## src/rtl/ram_bist_ctrl.sv

```systemverilog
// March-test BIST initiator for a single-port RAM: WR P(a), RMW check P(a)/write ~P(a), RD check ~P(a).
// Optional macro RAM_BIST_ERRCNT_EN: count all mismatches (err_cnt) instead of aborting on the first.
module ram_bist_ctrl #(
  parameter int             AW   = 4,
  parameter int             DW   = 4,
  parameter logic [DW-1:0]  SEED = 4'h5
) (
  input  logic          clk,
  input  logic          clr,
  input  logic          start,
  input  logic [DW-1:0] ram_qout,
  output logic          ram_wen,
  output logic [AW-1:0] ram_addr,
  output logic [DW-1:0] ram_din,
  output logic          busy,
  output logic          done,
  output logic          pass,
  output logic [AW-1:0] fail_addr
`ifdef RAM_BIST_ERRCNT_EN
  ,
  output logic [AW+1:0] err_cnt
`endif
);

  localparam logic [2:0] S_IDLE = 3'd0;
  localparam logic [2:0] S_WR   = 3'd1;
  localparam logic [2:0] S_RMW  = 3'd2;
  localparam logic [2:0] S_RD   = 3'd3;
  localparam logic [2:0] S_FIN  = 3'd4;

  logic [2:0]    state_q, state_d;
  logic [AW-1:0] addr_q, addr_d;
  logic [AW-1:0] fail_addr_q, fail_addr_d;
  logic          pass_q, pass_d;
  logic          mism_q, mism_d;
`ifdef RAM_BIST_ERRCNT_EN
  logic [AW+1:0] err_cnt_q, err_cnt_d;
`endif

  logic [DW-1:0] pat;
  logic [DW-1:0] cmp_exp;
  logic          mismatch;
  logic          addr_last;
  logic          addr_first;

  assign pat        = DW'(addr_q) ^ SEED;
  assign addr_last  = (addr_q == '1);
  assign addr_first = (addr_q == '0);
  // RMW checks the pattern written by WR; RD checks the inverse written by RMW.
  assign cmp_exp    = (state_q == S_RD) ? ~pat : pat;
  assign mismatch   = ((state_q == S_RMW) || (state_q == S_RD)) && (ram_qout != cmp_exp);

  assign ram_wen   = (state_q == S_WR) || (state_q == S_RMW);
  assign ram_din   = (state_q == S_WR) ? pat : ((state_q == S_RMW) ? ~pat : '0);
  assign ram_addr  = addr_q;
  assign busy      = (state_q == S_WR) || (state_q == S_RMW) || (state_q == S_RD);
  assign done      = (state_q == S_FIN);
  assign pass      = pass_q;
  assign fail_addr = fail_addr_q;
`ifdef RAM_BIST_ERRCNT_EN
  assign err_cnt   = err_cnt_q;
`endif

  always_comb begin
    state_d     = state_q;
    addr_d      = addr_q;
    fail_addr_d = fail_addr_q;
    pass_d      = pass_q;
    mism_d      = mism_q;
`ifdef RAM_BIST_ERRCNT_EN
    err_cnt_d   = err_cnt_q;
`endif

    case (state_q)
      S_IDLE: begin
        if (start) begin
          state_d     = S_WR;
          addr_d      = '0;
          pass_d      = 1'b0;
          fail_addr_d = '0;
          mism_d      = 1'b0;
`ifdef RAM_BIST_ERRCNT_EN
          err_cnt_d   = '0;
`endif
        end
      end
      S_WR: begin
        addr_d = addr_q + AW'(1);
        if (addr_last) begin
          state_d = S_RMW;
          addr_d  = '0;
        end
      end
      S_RMW: begin
        addr_d = addr_q + AW'(1);
        if (addr_last) begin
          state_d = S_RD;
          addr_d  = '1;
        end
      end
      S_RD: begin
        addr_d = addr_q - AW'(1);
        if (addr_first) begin
          state_d = S_FIN;
          addr_d  = '0;
        end
      end
      S_FIN: begin
        state_d = S_IDLE;
        addr_d  = '0;
      end
      default: begin
        state_d = S_IDLE;
        addr_d  = '0;
      end
    endcase

    if (mismatch) begin
      if (!mism_q) fail_addr_d = addr_q;
      mism_d = 1'b1;
`ifdef RAM_BIST_ERRCNT_EN
      if (err_cnt_q != '1) err_cnt_d = err_cnt_q + (AW+2)'(1);
`else
      // Abort: the RMW write of this cycle still lands since ram_wen is state-decoded.
      state_d = S_FIN;
      addr_d  = '0;
`endif
    end

    // Result is latched on entry to FIN so it is valid together with done.
    if ((state_d == S_FIN) && (state_q != S_FIN)) pass_d = !(mism_q || mismatch);
  end

  always_ff @(posedge clk) begin
    if (clr) begin
      state_q     <= S_IDLE;
      addr_q      <= '0;
      fail_addr_q <= '0;
      pass_q      <= 1'b0;
      mism_q      <= 1'b0;
`ifdef RAM_BIST_ERRCNT_EN
      err_cnt_q   <= '0;
`endif
    end else begin
      state_q     <= state_d;
      addr_q      <= addr_d;
      fail_addr_q <= fail_addr_d;
      pass_q      <= pass_d;
      mism_q      <= mism_d;
`ifdef RAM_BIST_ERRCNT_EN
      err_cnt_q   <= err_cnt_d;
`endif
    end
  end

endmodule

```

## config.mk

```make
export PLATFORM = sky130hd
export DESIGN_NAME = ram_bist_ctrl
export DESIGN_NICKNAME = d
export VERILOG_FILES = /design/src/rtl/ram_bist_ctrl.sv
export SDC_FILE = /design/constraint.sdc
export NUM_CORES = 1
export LEC_CHECK = 0
export CAP_MARGIN = 15
export CORE_MARGIN = 8
export CORE_UTILIZATION = 45
export DETAILED_ROUTE_END_ITERATION = 8
export PLACE_DENSITY_LB_ADDON = 0.25
export SYNTH_ARGS = -nofsm -noshare
export SYNTH_HDL_FRONTEND = slang
export SYNTH_SLANG_ARGS = --single-unit
```

## constraint.sdc

```tcl
create_clock -name clk -period 5.09 [get_ports clk]
set_input_delay 0.7635 -clock clk [delete_from_list [all_inputs] [get_ports clk]]
set_output_delay 0.7635 -clock clk [all_outputs]
set_load 0.02 [all_outputs]
```

==> results.py <==
metrics = {
    "yosys": {
        "synth-edff-count": 0,
        "synthArstFlopShare": 0,
        "synth_seq_cells": 13,
        "synth_warnings": 0,
        "syn_area_sq_um": 898,
        "yosysTopAreaCell": "dfxtp_1",
        "synthMuxAreaShare": 0.0390,
        "synth_cells": 119,
        "yosys.area_share.xor_xnor": 0.0390,
        "synthSimpleGateAreaFrac": 0.319,
        "post-synth-top-area-fraction": 0.290,
        "synth_most_common_cell": "a21oi_1",
        "syn-num-nets": 128,
        "synth_common_cells": "a21oi_1 (16), nor2_1 (15), dfxtp_1 (13)",
        "synth_compound_area_frac": 0.242,
        "ys.flop_type": "dfxtp_1",
        "synth_top_family_by_area": "simple AND/OR/NAND/NOR gates",
        "syn_avg_cell_area_sq_um": 7.55,
        "ys_seq_area_frac": 0.290,
        "ys_top_cells_by_area": "dfxtp_1 (29%), a21oi_1 (8.9%), nor2_1 (6.3%)",
        "ys_types": 35,
        "synth_fa_ha_area_frac": 0.0279,
    },
    "critical_path": {
        "cp-startpoint": "state_q[0]$_SDFF_PP0_",
        "crit_path_end": "ram_wen",
        "reg2reg_to": "ram_addr[3]$_SDFFE_PP0P_",
        "startpoint_type": "flop",
        "worstPathArrival_ps": 2100,
        "endpoint_kind": "output port",
        "crit_path_max_fanout": 12,
        "critical_path_required_ps": 4330,
        "criticalPathCategory": "reg2out",
        "ff2ff_path_depth": 5,
        "r2r_start": "ram_addr[3]$_SDFFE_PP0P_",
        "regToRegSetupSlack_ps": 2920,
    },
    "drt": {
        "num_vias": 930,
        "first_pass_iters": 4,
        "via_per_inst": 5.60,
        "ant_nets": 0,
        "drc": 0,
        "drt-initial-drc-count": 41,
        "wl_per_cell_um": 15.1,
        "routed_wl_um": 2510,
    },
    "sta": {
        "slew_viol_final": 0,
        "max-slew-margin-rel": 0.538,
        "rsz0062_at_grt": "no",
        "hold_viol_final": 0,
        "worst-slew-pin-transition_ps": 687,
        "max_freq_ghz": 0.349,
        "skew_ps": 3.29,
        "min_period_ps": 2860,
        "setup_viol": 0,
        "finalCritPeriodShare": 0.563,
        "finalSetupTns_ps": 0,
    },
    "grt": {
        "grt_pass1_vias": 921,
        "antenna_found_initial": 0,
        "overflow": 0,
        "grt_max_degree": 16,
        "grt_pass1_wl_um": 4230,
        "grt_util_all_layers": 0.150,
    },
    "clock_network": {
        "cts_resized": 0,
        "cts_sinks": 13,
        "post_cts_buffers": 0,
        "cts_inserted_buffers": 3,
        "insertion_delay_ps": 270,
        "cts_hold_buf": 0,
        "htree_levels": 1,
        "clockBufferDepth": 2,
        "cts.reportedPaths.clkPinSlew_ps": 70,
        "cts_tree": "built",
        "cts_root_buffer": "clkbuf_4",
    },
    "die": {
        "rows": 16,
        "start_util": 0.467,
        "core_sq_mm": 0.00192,
        "die_h_um": 60.7,
        "die_area_sq_mm": 0.00368,
        "die_w_um": 60.7,
        "ios": 23,
    },
    "finish": {
        "multi_input_area_sq_um": 599,
        "register_area_sq_um": 260,
        "nFillCells": 192,
        "synthToLayoutAreaGrowth_pct": 27.7,
        "num_antenna_cells": 0,
        "final_nets": 149,
        "final_layout_size_suffix_gt1_frac": 0.0504,
        "post-route-util": 0.597,
    },
    "worst_hold_path": {
        "holdPathStages": 2,
        "min_path_type": "reg2reg",
    },
    "placement": {
        "place_hpwl_um": 1900,
        "port_buffers": 22,
        "gp_congestion": 0.894,
    },
    "power": {
        "ir_drop_v": 0.0000747,
        "p_leak_nw": 0.385,
        "pwr_density_cell_mw_per_mm2": 190,
    },
    "job": {
        "drv_cap": 0,
    },
    "run_status": {
        "status": "complete, no violations",
    },
}
sequential cells by signal (all words and copies together) (netlist names):
| register | cells |
|---|---|
| pass | 1 |
| ram_addr | 4 |
| state_q | 3 |
| mism_q | 1 |
| fail_addr | 4 |
how the worst min path moves through the flow:
stage                                 start                       to  slack (ps)
floorplan               mism_q$_SDFFE_PP0P_      mism_q$_SDFFE_PP0P_         450
global placement        mism_q$_SDFFE_PP0P_      mism_q$_SDFFE_PP0P_         470
detailed placement      mism_q$_SDFFE_PP0P_      mism_q$_SDFFE_PP0P_         480
CTS                     mism_q$_SDFFE_PP0P_      mism_q$_SDFFE_PP0P_         490
global route        fail_addr[1]$_SDFF_PP0_  fail_addr[1]$_SDFF_PP0_         520
finish                  mism_q$_SDFFE_PP0P_      mism_q$_SDFFE_PP0P_         490
kinds of logic after synthesis:
family	Yosys count
AO/OA/AOI/OAI	35
flip-flops	13
buffers and inverters	8
AND/OR/NAND/NOR	54
XOR/XNOR	4
multiplexers	3
adder cells (fa/ha/maj)	2
critical path: stages, from the launching register on:
cell             delay, ps
dfxtp_1                610
nand2b_1               200
a21oi_1                350
clkdlybuf4s50_1        680
stage by stage:
step | std cells | setup WS [ps] | instance area [sq um] | hold WS [ps] | total power, mW
global route | 166 | 2140 | 1150 | 524 | 0.229
detailed placement | 162 | 2380 | 1120 | 480 | 0.158
global placement | 162 | 2450 | 1120 | 471 | 0.157
finish | 166 | 2230 | 1150 | 490 | 0.218
CTS | 166 | 2260 | 1150 | 490 | 0.218
floorplan | 119 | 2940 | 898 | 452 | 0.140
power by group:
part	leakage (nW)	switching (mW)	total (mW)	internal (mW)
clock	0.0150	0.0314	0.0618	0.0304
sequential	0.105	0.00603	0.109	0.103
combinational	0.265	0.0243	0.0468	0.0225
layer usage:
metal	share of wire	GRT usage	routed length, um	up-vias
met5	0	0	0	-
met2	0.46	0.246	1150	30
met3	0.068	0.0445	170	4
met4	0.014	0.0698	36	0
met1	0.46	0.174	1150	424
li1	-	-	-	472
cell type report:
class	count	share of cell area
repair buffers	22	0.192
multi-input cells	98	0.522
clock buffers	4	0.0229
well taps	27	0.0294
inverters	2	0.00654
flip-flops and latches	13	0.227
layout by cell type, fill, tap and decap left out, types with 2 or more instances in the layout:
cell type / count
o21ai_0: 5
nor3_1: 2
nor4_1: 2
o211ai_1: 4
xnor2_1: 2
nor3_2: 2
ha_1: 2
nand2b_1: 6
nor2b_1: 4
a21oi_1: 16
clkbuf_4: 3
nor2_1: 15
nand2_1: 8
a31oi_1: 4
clkdlybuf4s50_1: 22
mux2i_1: 2
nand3_1: 6
xor2_1: 2
dfxtp_1: 13
inv_1: 2
nand3b_1: 3
Note: power is estimated with default switching activity, not from simulation.
